$ cat src/rtl/bisr_pkg.sv
// ============================================================
// bisr_pkg : shared state encodings and width helper for BISR blocks
// Revision 1.0
// ============================================================
`default_nettype none

package bisr_pkg;

  localparam logic [1:0] c_ST_IDLE   = 2'd0;
  localparam logic [1:0] c_ST_ALLOC  = 2'd1;
  localparam logic [1:0] c_ST_ACTIVE = 2'd2;

  // Index width that never collapses to zero for degenerate sizes.
  function automatic int clog2_min1(input int n);
    return (n <= 2) ? 1 : $clog2(n);
  endfunction

endpackage

`default_nettype wire

$ cat src/rtl/priority_encoder.sv
// ============================================================
// priority_encoder : lowest-index set bit of req
// Revision 1.0
// ============================================================
`default_nettype none

module priority_encoder #(
  parameter int WIDTH = 2,
  parameter int IDX_W = 1
) (
  input  logic [WIDTH-1:0] req,
  output logic             valid,
  output logic [IDX_W-1:0] idx
);

  always_comb begin
    valid = 1'b0;
    idx   = '0;
    for (int i = WIDTH - 1; i >= 0; i--) begin
      if (req[i]) begin
        valid = 1'b1;
        idx   = IDX_W'(i);
      end
    end
  end

endmodule

`default_nettype wire

$ cat src/rtl/rr_picker.sv
// ============================================================
// rr_picker : first set req bit at or above ptr, wrapping modulo COLS
// Revision 1.0
// ============================================================
`default_nettype none

module rr_picker #(
  parameter int COLS  = 4,
  parameter int COL_W = 2
) (
  input  logic [COLS-1:0]  req,
  input  logic [COL_W-1:0] ptr,
  output logic             valid,
  output logic [COL_W-1:0] idx
);

  logic [COL_W-1:0] w_c;

  // Scan offsets from farthest to nearest so the nearest hit wins.
  always_comb begin
    valid = 1'b0;
    idx   = '0;
    w_c   = '0;
    for (int i = COLS - 1; i >= 0; i--) begin
      w_c = COL_W'((int'(ptr) + i) % COLS);
      if (req[w_c]) begin
        valid = 1'b1;
        idx   = w_c;
      end
    end
  end

endmodule

`default_nettype wire

$ cat src/rtl/proxy_pool_arbiter.sv
// ============================================================
// proxy_pool_arbiter : assigns shared proxy PEs to faulty array columns
// Revision 1.0
// ============================================================
`default_nettype none

module proxy_pool_arbiter
  import bisr_pkg::*;
#(
  parameter  int COLS      = 4,
  parameter  int NUM_PROXY = 2,
  localparam int COL_W     = clog2_min1(COLS),
  localparam int PRX_W     = clog2_min1(NUM_PROXY)
) (
  input  logic                       clk,
  input  logic                       rst,
  input  logic                       stw_complete,
  input  logic [COLS-1:0]            col_fault,
  input  logic                       weight_reload,
  output logic [COLS-1:0]            grant_valid,
  output logic [COLS*PRX_W-1:0]      grant_proxy_idx,
  output logic [NUM_PROXY-1:0]       proxy_busy,
  output logic [NUM_PROXY*COL_W-1:0] proxy_col,
  output logic [NUM_PROXY-1:0]       load_proxy,
  output logic [NUM_PROXY-1:0]       proxy_matmul,
  output logic                       alloc_done,
  output logic                       overflow,
  output logic [COLS-1:0]            unserved
);

  logic [1:0]           r_state;
  logic [COLS-1:0]      r_pending;
  logic [COL_W-1:0]     r_rr_ptr;

  logic [NUM_PROXY-1:0] w_free;
  logic                 w_free_valid;
  logic [PRX_W-1:0]     w_free_idx;
  logic                 w_pick_valid;
  logic [COL_W-1:0]     w_pick_idx;

  assign w_free     = ~proxy_busy;
  assign alloc_done = (r_state == c_ST_ACTIVE);

  priority_encoder #(
    .WIDTH (NUM_PROXY),
    .IDX_W (PRX_W)
  ) u_free_enc (
    .req   (w_free),
    .valid (w_free_valid),
    .idx   (w_free_idx)
  );

  rr_picker #(
    .COLS  (COLS),
    .COL_W (COL_W)
  ) u_col_pick (
    .req   (r_pending),
    .ptr   (r_rr_ptr),
    .valid (w_pick_valid),
    .idx   (w_pick_idx)
  );

  always_ff @(posedge clk or posedge rst) begin
    if (rst) begin
      r_state         <= c_ST_IDLE;
      r_pending       <= '0;
      r_rr_ptr        <= '0;
      grant_valid     <= '0;
      grant_proxy_idx <= '0;
      proxy_busy      <= '0;
      proxy_col       <= '0;
      load_proxy      <= '0;
      proxy_matmul    <= '0;
      overflow        <= 1'b0;
      unserved        <= '0;
    end else begin
      load_proxy <= '0;
      // Reload wins over everything else; rr pointer is deliberately kept.
      if (weight_reload) begin
        r_state         <= c_ST_IDLE;
        r_pending       <= '0;
        grant_valid     <= '0;
        grant_proxy_idx <= '0;
        proxy_busy      <= '0;
        proxy_col       <= '0;
        proxy_matmul    <= '0;
        overflow        <= 1'b0;
        unserved        <= '0;
      end else begin
        proxy_matmul <= proxy_matmul | load_proxy;
        case (r_state)
          c_ST_IDLE: begin
            if (stw_complete) begin
              r_pending <= col_fault;
              r_state   <= c_ST_ALLOC;
            end
          end
          c_ST_ALLOC: begin
            if (!w_pick_valid) begin
              overflow <= 1'b0;
              unserved <= '0;
              r_state  <= c_ST_ACTIVE;
            end else if (w_free_valid) begin
              grant_valid[w_pick_idx]                          <= 1'b1;
              grant_proxy_idx[int'(w_pick_idx)*PRX_W +: PRX_W] <= w_free_idx;
              proxy_busy[w_free_idx]                           <= 1'b1;
              proxy_col[int'(w_free_idx)*COL_W +: COL_W]       <= w_pick_idx;
              load_proxy[w_free_idx]                           <= 1'b1;
              r_pending[w_pick_idx]                            <= 1'b0;
              r_rr_ptr <= (int'(w_pick_idx) == COLS - 1) ? '0 : w_pick_idx + 1'b1;
            end else begin
              overflow  <= 1'b1;
              unserved  <= r_pending;
              r_pending <= '0;
              r_state   <= c_ST_ACTIVE;
            end
          end
          c_ST_ACTIVE: ;
          default: r_state <= c_ST_IDLE;
        endcase
      end
    end
  end

endmodule

`default_nettype wire

$ cat config.mk
export PLATFORM = sky130hd
export DESIGN_NAME = proxy_pool_arbiter
export DESIGN_NICKNAME = d
export VERILOG_FILES = /design/src/rtl/bisr_pkg.sv /design/src/rtl/priority_encoder.sv /design/src/rtl/rr_picker.sv /design/src/rtl/proxy_pool_arbiter.sv
export SDC_FILE = /design/constraint.sdc
export NUM_CORES = 1
export LEC_CHECK = 0
export ABC_CLOCK_PERIOD_IN_PS = 2450
export CAP_MARGIN = 20
export CORE_UTILIZATION = 49
export DETAILED_ROUTE_END_ITERATION = 8
export GPL_TIMING_DRIVEN = 0
export PLACE_DENSITY = 0.78
export SLEW_MARGIN = 20
export SYNTH_ARGS = -nofsm -noshare
export SYNTH_HDL_FRONTEND = slang
export SYNTH_SLANG_ARGS = --single-unit
$ cat constraint.sdc
create_clock -name clk -period 2.45 [get_ports clk]
set_input_delay 0.245 -clock clk [delete_from_list [all_inputs] [get_ports clk]]
set_output_delay 0.245 -clock clk [all_outputs]
set_load 0.1 [all_outputs]
---- After elaboration in Yosys (flattened, before gate mapping) ----
Index checks and enable logic that the tools add are counted.
Widths: inputs -> output; s select.
word-level totals
  bits in registers ....................... 31
  bits of input ports ..................... 8
cells by class
  $add $sub $neg .......................... 6
  $lt $le $gt $ge ......................... 8
  equality and inequality tests ........... 8
  shift operators ......................... 4
  muxes and demuxes ....................... 65
  bitwise logic cells ..................... 7
  reduce and logical (&&, ||, !) cells .... 12
operators by type and width
  kind                    number
  $mux 4                  20
  $neg 2->33              2
  $mux 2                  18
  $shift 1x33->4 const A  1
  $shift 2x33->4 const A  1
  $shiftx 1x33->4         1
  $shiftx 2x33->4         1
  $mux 1                  17
  $lt 2x3->1 const B      5
  $ne 3x3->1 const B      3
  $reduce_and 3->1        3
  $bmux 1 s2              4
  $bwmux 4                2
  $pmux 4 s2              1
  $pmux 2 s3              1
  $reduce_bool 2->1       3
  $add 2x1->2 const B     2
  $add 2x2->2 const B     2
  $and 4x4->4             1
  $eq 2x1->1 const B      2
  $ne 4x4->1 const B      1
  $not 4->4               1
  $or 2x2->2              2
  $or 4x4->4              1
  14 further kinds        15

---- Longest topological paths before layout ----
  depth after elaboration ................. 17
  mapped depth ............................ 8
  gate-level depth less buffers ........... 8

---- Modules after synthesis ----
Synthesis repeated with hierarchy kept, for this count alone.
unflattened totals
  cells, all modules ...................... 148
  area total of the unflattened synthesis .. 1569.0 sq um
modules (own cells, without submodules)
  module              instances  cells an instance  area an instance (sq um)  sequential area each (sq um)
  proxy_pool_arbiter  1          133                1476.4                    775.7
  rr_picker           1          13                 77.6                      0.0
  priority_encoder    1          2                  15.0                      0.0

---- Least setup slack after synthesis ----
Ideal clock, no wire load.
  path kind ............................... register to register
  start point ............................. register proxy_busy[0]
  end point ............................... register r_rr_ptr[0]
  library setup time ...................... 0.125 ns
  arrival time ............................ 1.932 ns
  data required time ...................... 2.325 ns
  setup slack ............................. 0.393 ns
  stages on the path, launching flop included .. 6
  buffers on the path ..................... 1
  cells stage by stage .................... dfrtp_1 -> nand2_1 -> and3_1 -> buf_6 -> nand2_4 -> mux2_4
between the ends
  cells in the longest elaborated chain, start to end .. 3
RTL lines
  what                               RTL line                   RTL
  start, declared                    proxy_pool_arbiter.sv:22   output logic [NUM_PROXY-1:0] proxy_busy,
  start signal, assigned             proxy_pool_arbiter.sv:70   proxy_busy <= '0;
  start signal, assigned             proxy_pool_arbiter.sv:84   proxy_busy <= '0;
  start signal, assigned by index    proxy_pool_arbiter.sv:106  proxy_busy[w_free_idx] <= 1'b1;
  $not 2->2                          proxy_pool_arbiter.sv:41   assign w_free = ~proxy_busy;
  $mux 1                             priority_encoder.sv:20     if (req[i]) begin
  $reduce_and 4->1 (no source line)  n/a
  end signal, assigned               proxy_pool_arbiter.sv:110  r_rr_ptr <= (int'(w_pick_idx) == COLS - 1) ? '0 : w_pick_idx + 1'b1;
  end, declared                      proxy_pool_arbiter.sv:33   logic [COL_W-1:0] r_rr_ptr;
No other way between the ends.
A chain may end at the register's enable or synchronous reset.

---- Final worst setup path ----
  start point ............................. register r_pending[3]
  end point ............................... register grant_proxy_idx[1]
between the ends
  cells in the longest elaborated chain, start to end .. 13
RTL lines
  what                                               RTL line                   RTL
  start, declared                                    proxy_pool_arbiter.sv:32   logic [COLS-1:0] r_pending;
  start signal, assigned                             proxy_pool_arbiter.sv:94   r_pending <= col_fault;
  $bmux 1 s2                                         rr_picker.sv:26            if (req[w_c]) begin
  $mux 1 (implied by the code)                       rr_picker.sv:26
  $mux 2 (4 in a row)                                rr_picker.sv:26
  $neg 2->33                                         proxy_pool_arbiter.sv:105  grant_proxy_idx[int'(w_pick_idx)*PRX_W +: PRX_W] <= w_free_idx;
  $shiftx 1x33->4 or $shift 1x33->4 (tied branches)  proxy_pool_arbiter.sv:105
  $bwmux 4                                           proxy_pool_arbiter.sv:105
  $mux 4                                             proxy_pool_arbiter.sv:103  end else if (w_free_valid) begin
  $mux 4                                             proxy_pool_arbiter.sv:99   if (!w_pick_valid) begin
  $mux 4                                             proxy_pool_arbiter.sv:91   case (r_state)
  $mux 4                                             proxy_pool_arbiter.sv:79   if (weight_reload) begin
  end signal, assigned by index                      proxy_pool_arbiter.sv:105
  end, declared                                      proxy_pool_arbiter.sv:21   output logic [COLS*PRX_W-1:0] grant_proxy_idx,
Several ways; a longest one is shown, not always the timed one. The select of a mux whose other input is x is not followed.

==> results.sh <==
export IMPL_combPwrFrac_pct=28.9
export IMPL_clock_latency_ns=0.33
export IMPL_row_count=19
export IMPL_critPathBufInv=1
export IMPL_diodes=0
export IMPL_min_period_over_period_pct=93.4
export IMPL_wl_per_cell_microns=15.8
export IMPL_vias=1225
export IMPL_violations="design-rule violations"
export IMPL_hold_buffers=0
export IMPL_switchingPower_mw=0.461
export IMPL_grt_pass1_wl_microns=5570
export IMPL_synth_seq_area_share_pct=52.6
export IMPL_end_kind="register"
export IMPL_ys_types=36
export IMPL_grt_antenna_before_repair=0
export IMPL_peakVddDrop_v=0.000437
export IMPL_antenna_left=0
export IMPL_worst_slew_pin_slew_ns=0.990
export IMPL_power_density_nw_per_um2=687
export IMPL_cp_start_kind="register"
export IMPL_finalHoldViolCount=0
export IMPL_fp_dieW_microns=56.9
export IMPL_drtIter0Drc=44
export IMPL_p_leak_nw=0.903
export IMPL_grt_pass1_vias=1219
export IMPL_synthCells=142
export IMPL_io_buffer_count=31
export IMPL_layout_min_cycle_time_ns=2.29
export IMPL_hp_class="input pin to asynchronous set/reset pin"
export IMPL_start_util_pct=52.6
export IMPL_syn_area_per_cell_sq_um=10.4
export IMPL_ys_warn_count=0
export IMPL_nNetsFinal=195
export IMPL_gr_total_overflow=0
export IMPL_htreeDepth=2
export IMPL_vias_per_cell=5.78
export IMPL_wirelength_microns=3350
export IMPL_cts_buffers=5
export IMPL_setup_viol=0
export IMPL_areaGrowthSynthToFinish_pct=28.8
export IMPL_status="finished, violations left"
export IMPL_clkTransAtPathRegs_ns=0.09
export IMPL_grt_max_degree=32
export IMPL_yosys_area_top_type_share_pct=52.6
export IMPL_drv_slew=0
export IMPL_p_sw_share_pct=35.3
export IMPL_fin_tns_setup_ns=0
export IMPL_drt_first_pass_iters=7
export IMPL_place_gp_congestion=0.882
export IMPL_drc=4
export IMPL_dpl_cell_area_sq_um=1820
export IMPL_ys_ff_latch=31
export IMPL_syn_nets=157
export IMPL_core_area_sq_um=2810
export IMPL_skew_ns=0.00885
export IMPL_cp_arrival_ns=2.51
export IMPL_p_int_mw=0.846
export IMPL_synthTopCellsByArea="dfrtp_1, ha_1, nor2_1"
export IMPL_max_clock_freq_mhz=437
export IMPL_crit_family="compound AO/OA/AOI/OAI gates"
export IMPL_drive_above_1_share_pct=9.39
export IMPL_design_area_sq_um=1900
export IMPL_fp_dieH_microns=56.9
export IMPL_cp_max_fo=8
export IMPL_synth_area_sq_um=1480
export IMPL_cp_slowest_cell="dfrtp_1"
export IMPL_worst_ep_required_time_ns=2.67
export IMPL_synth_top_area_cell="dfrtp_1"
export IMPL_timing_hold_ws_ns=0.316
export IMPL_path_cells="nor2b_1 > a21oi_1 > o221a_2 > inv_1 > ha_1 > nor3_1 > nand4_1 > o41ai_1"
export IMPL_relSlewSlack_pct=33.8
export IMPL_cts_tree="yes"
export IMPL_pwr_share_seq_pct=45.3
export IMPL_postLayoutCoreUtil_pct=67.8
export IMPL_maxCapViolations=0
export IMPL_cts_buffer_depth=2
export IMPL_grt_use_total_pct=23.1
export IMPL_dp_hpwl_microns=2490
export IMPL_clock_sinks=31
export IMPL_critPathMaxStageDelay_ns=0.50
export IMPL_die_area_sq_um=3230
export IMPL_crit_type="register to register"
export IMPL_rsz0062_at_grt="no"
export IMPL_pin_count=32
export IMPL_clock_root_buffer="clkbuf_4"
export IMPL_power_frac_clock_pct=25.8
[layout by cell type, fill, tap and decap left out, types with 2 or more instances in the layout]
cell / instances
o31ai_1: 2
clkdlybuf4s50_1: 30
nor2b_1: 4
a32o_1: 4
nand4_1: 3
nor4_1: 3
nor2_1: 18
ha_1: 7
a21oi_1: 8
nor3_1: 2
clkbuf_1: 3
a22o_1: 4
nand2_1: 9
o21ai_0: 5
clkbuf_8: 2
clkbuf_4: 5
dfrtp_1: 31
a21o_1: 3
nand2b_1: 4
nand3_1: 4
inv_1: 8
[final timing paths]
check,cells after the start,slack [ns],end,from
worst max-delay path,8,0.16,grant_proxy_idx[1],r_pending[3]
min in group clk,1,0.51,overflow,overflow
worst min register to register,1,0.51,overflow,overflow
worst max register to register,8,0.16,grant_proxy_idx[1],r_pending[3]
worst min-delay path,2,0.32,overflow,rst
max in group asynchronous,2,1.72,r_rr_ptr[1],rst
[worst reg2reg max path: cells and delay by family, from the launching register on]
family	cells	cell delay, ns
buf+inv	1	0.12
simple gates	3	0.48
flops	1	0.50
fa+ha+maj	1	0.29
compound gates	3	0.77
[layer usage]
| layer | track usage [%] | vias up | routed length, microns |
|---|---|---|---|
| li1 | - | 583 | - |
| met1 | 29.9 | 598 | 1490 |
| met2 | 37.4 | 37 | 1660 |
| met3 | 5.30 | 7 | 144 |
| met4 | 9.76 | 0 | 46 |
| met5 | 0 | - | 0 |
[power groups by stage]
stage	clock network, mW	logic, mW	registers, mW
3_3_place_gp	0	0.360	0.595
4_1_cts	0.345	0.372	0.590
3_5_place_dp	0	0.370	0.601
5_1_grt	0.365	0.407	0.598
6_report	0.337	0.377	0.592
2_1_floorplan	0	0.219	0.652
[final cells by class]
type                    count  area, sq um
well taps                  31         38.8
clock buffers               8         68.8
inverters                   9         33.8
repair buffers             31          313
multi-input cells          99          652
fillers                   230          905
flip-flops and latches     31          776
plain buffers               3         18.8
[sequential cells by signal (all words and copies together) (netlist names)]
name             cells
grant_proxy_idx      4
grant_valid          4
load_proxy           2
overflow             1
proxy_busy           2
proxy_col            4
proxy_matmul         2
r_pending            4
r_rr_ptr             2
r_state              2
unserved             4
[synth_stat cells]
master and n:
o21ai_0 6, a22o_1 4, a211oi_1 1, dfrtp_1 31, o31ai_1 2, nand2_1 9
nor4b_1 1, nor2b_1 4, nand4_1 3, or4_4 1, a32o_1 4, o41ai_1 1
and2b_2 1, o22ai_1 1, nor4_1 3, buf_6 1, a21o_1 3, a22o_2 1
nor3_1 2, or3_1 1, a21oi_1 8, and3_1 1, clkbuf_1 2, a31oi_1 1
ha_1 7, mux2_4 1, a21o_2 1, nand2_4 1, nand3_1 5, o2bb2ai_1 1
nor2_1 18, mux2i_1 1, nand2b_1 4, nand3b_1 1, o221a_2 1, inv_1 9
[per-stage QoR]
stage          std cells  power (mW)  setup slack, ns
2_1_floorplan        142       0.871            0.393
4_1_cts              212        1.31           0.0301
3_3_place_gp         204       0.955            0.117
5_1_grt              212        1.37           0.0270
3_5_place_dp         204       0.970           0.0510
6_report             212        1.31            0.162
[timing repair]
item / in CTS / in global routing
buffers inserted: 0 / 0
gates resized for setup: 0 / 3
endpoints found under the setup margin: 0 / 3
[kinds of logic (layout without fill, tap and decap cells)]
kind of cell,count (synthesis),after routing,synth area share [%]
multiplexers,2,2,1.70
flip-flops,31,31,52.6
buffers and inverters,12,51,3.56
AND/OR/NAND/NOR,55,55,19.3
adder cells (fa/ha/maj),7,7,5.94
AO/OA/AOI/OAI,35,35,17.0
Note: power is estimated with default switching activity, not from simulation.
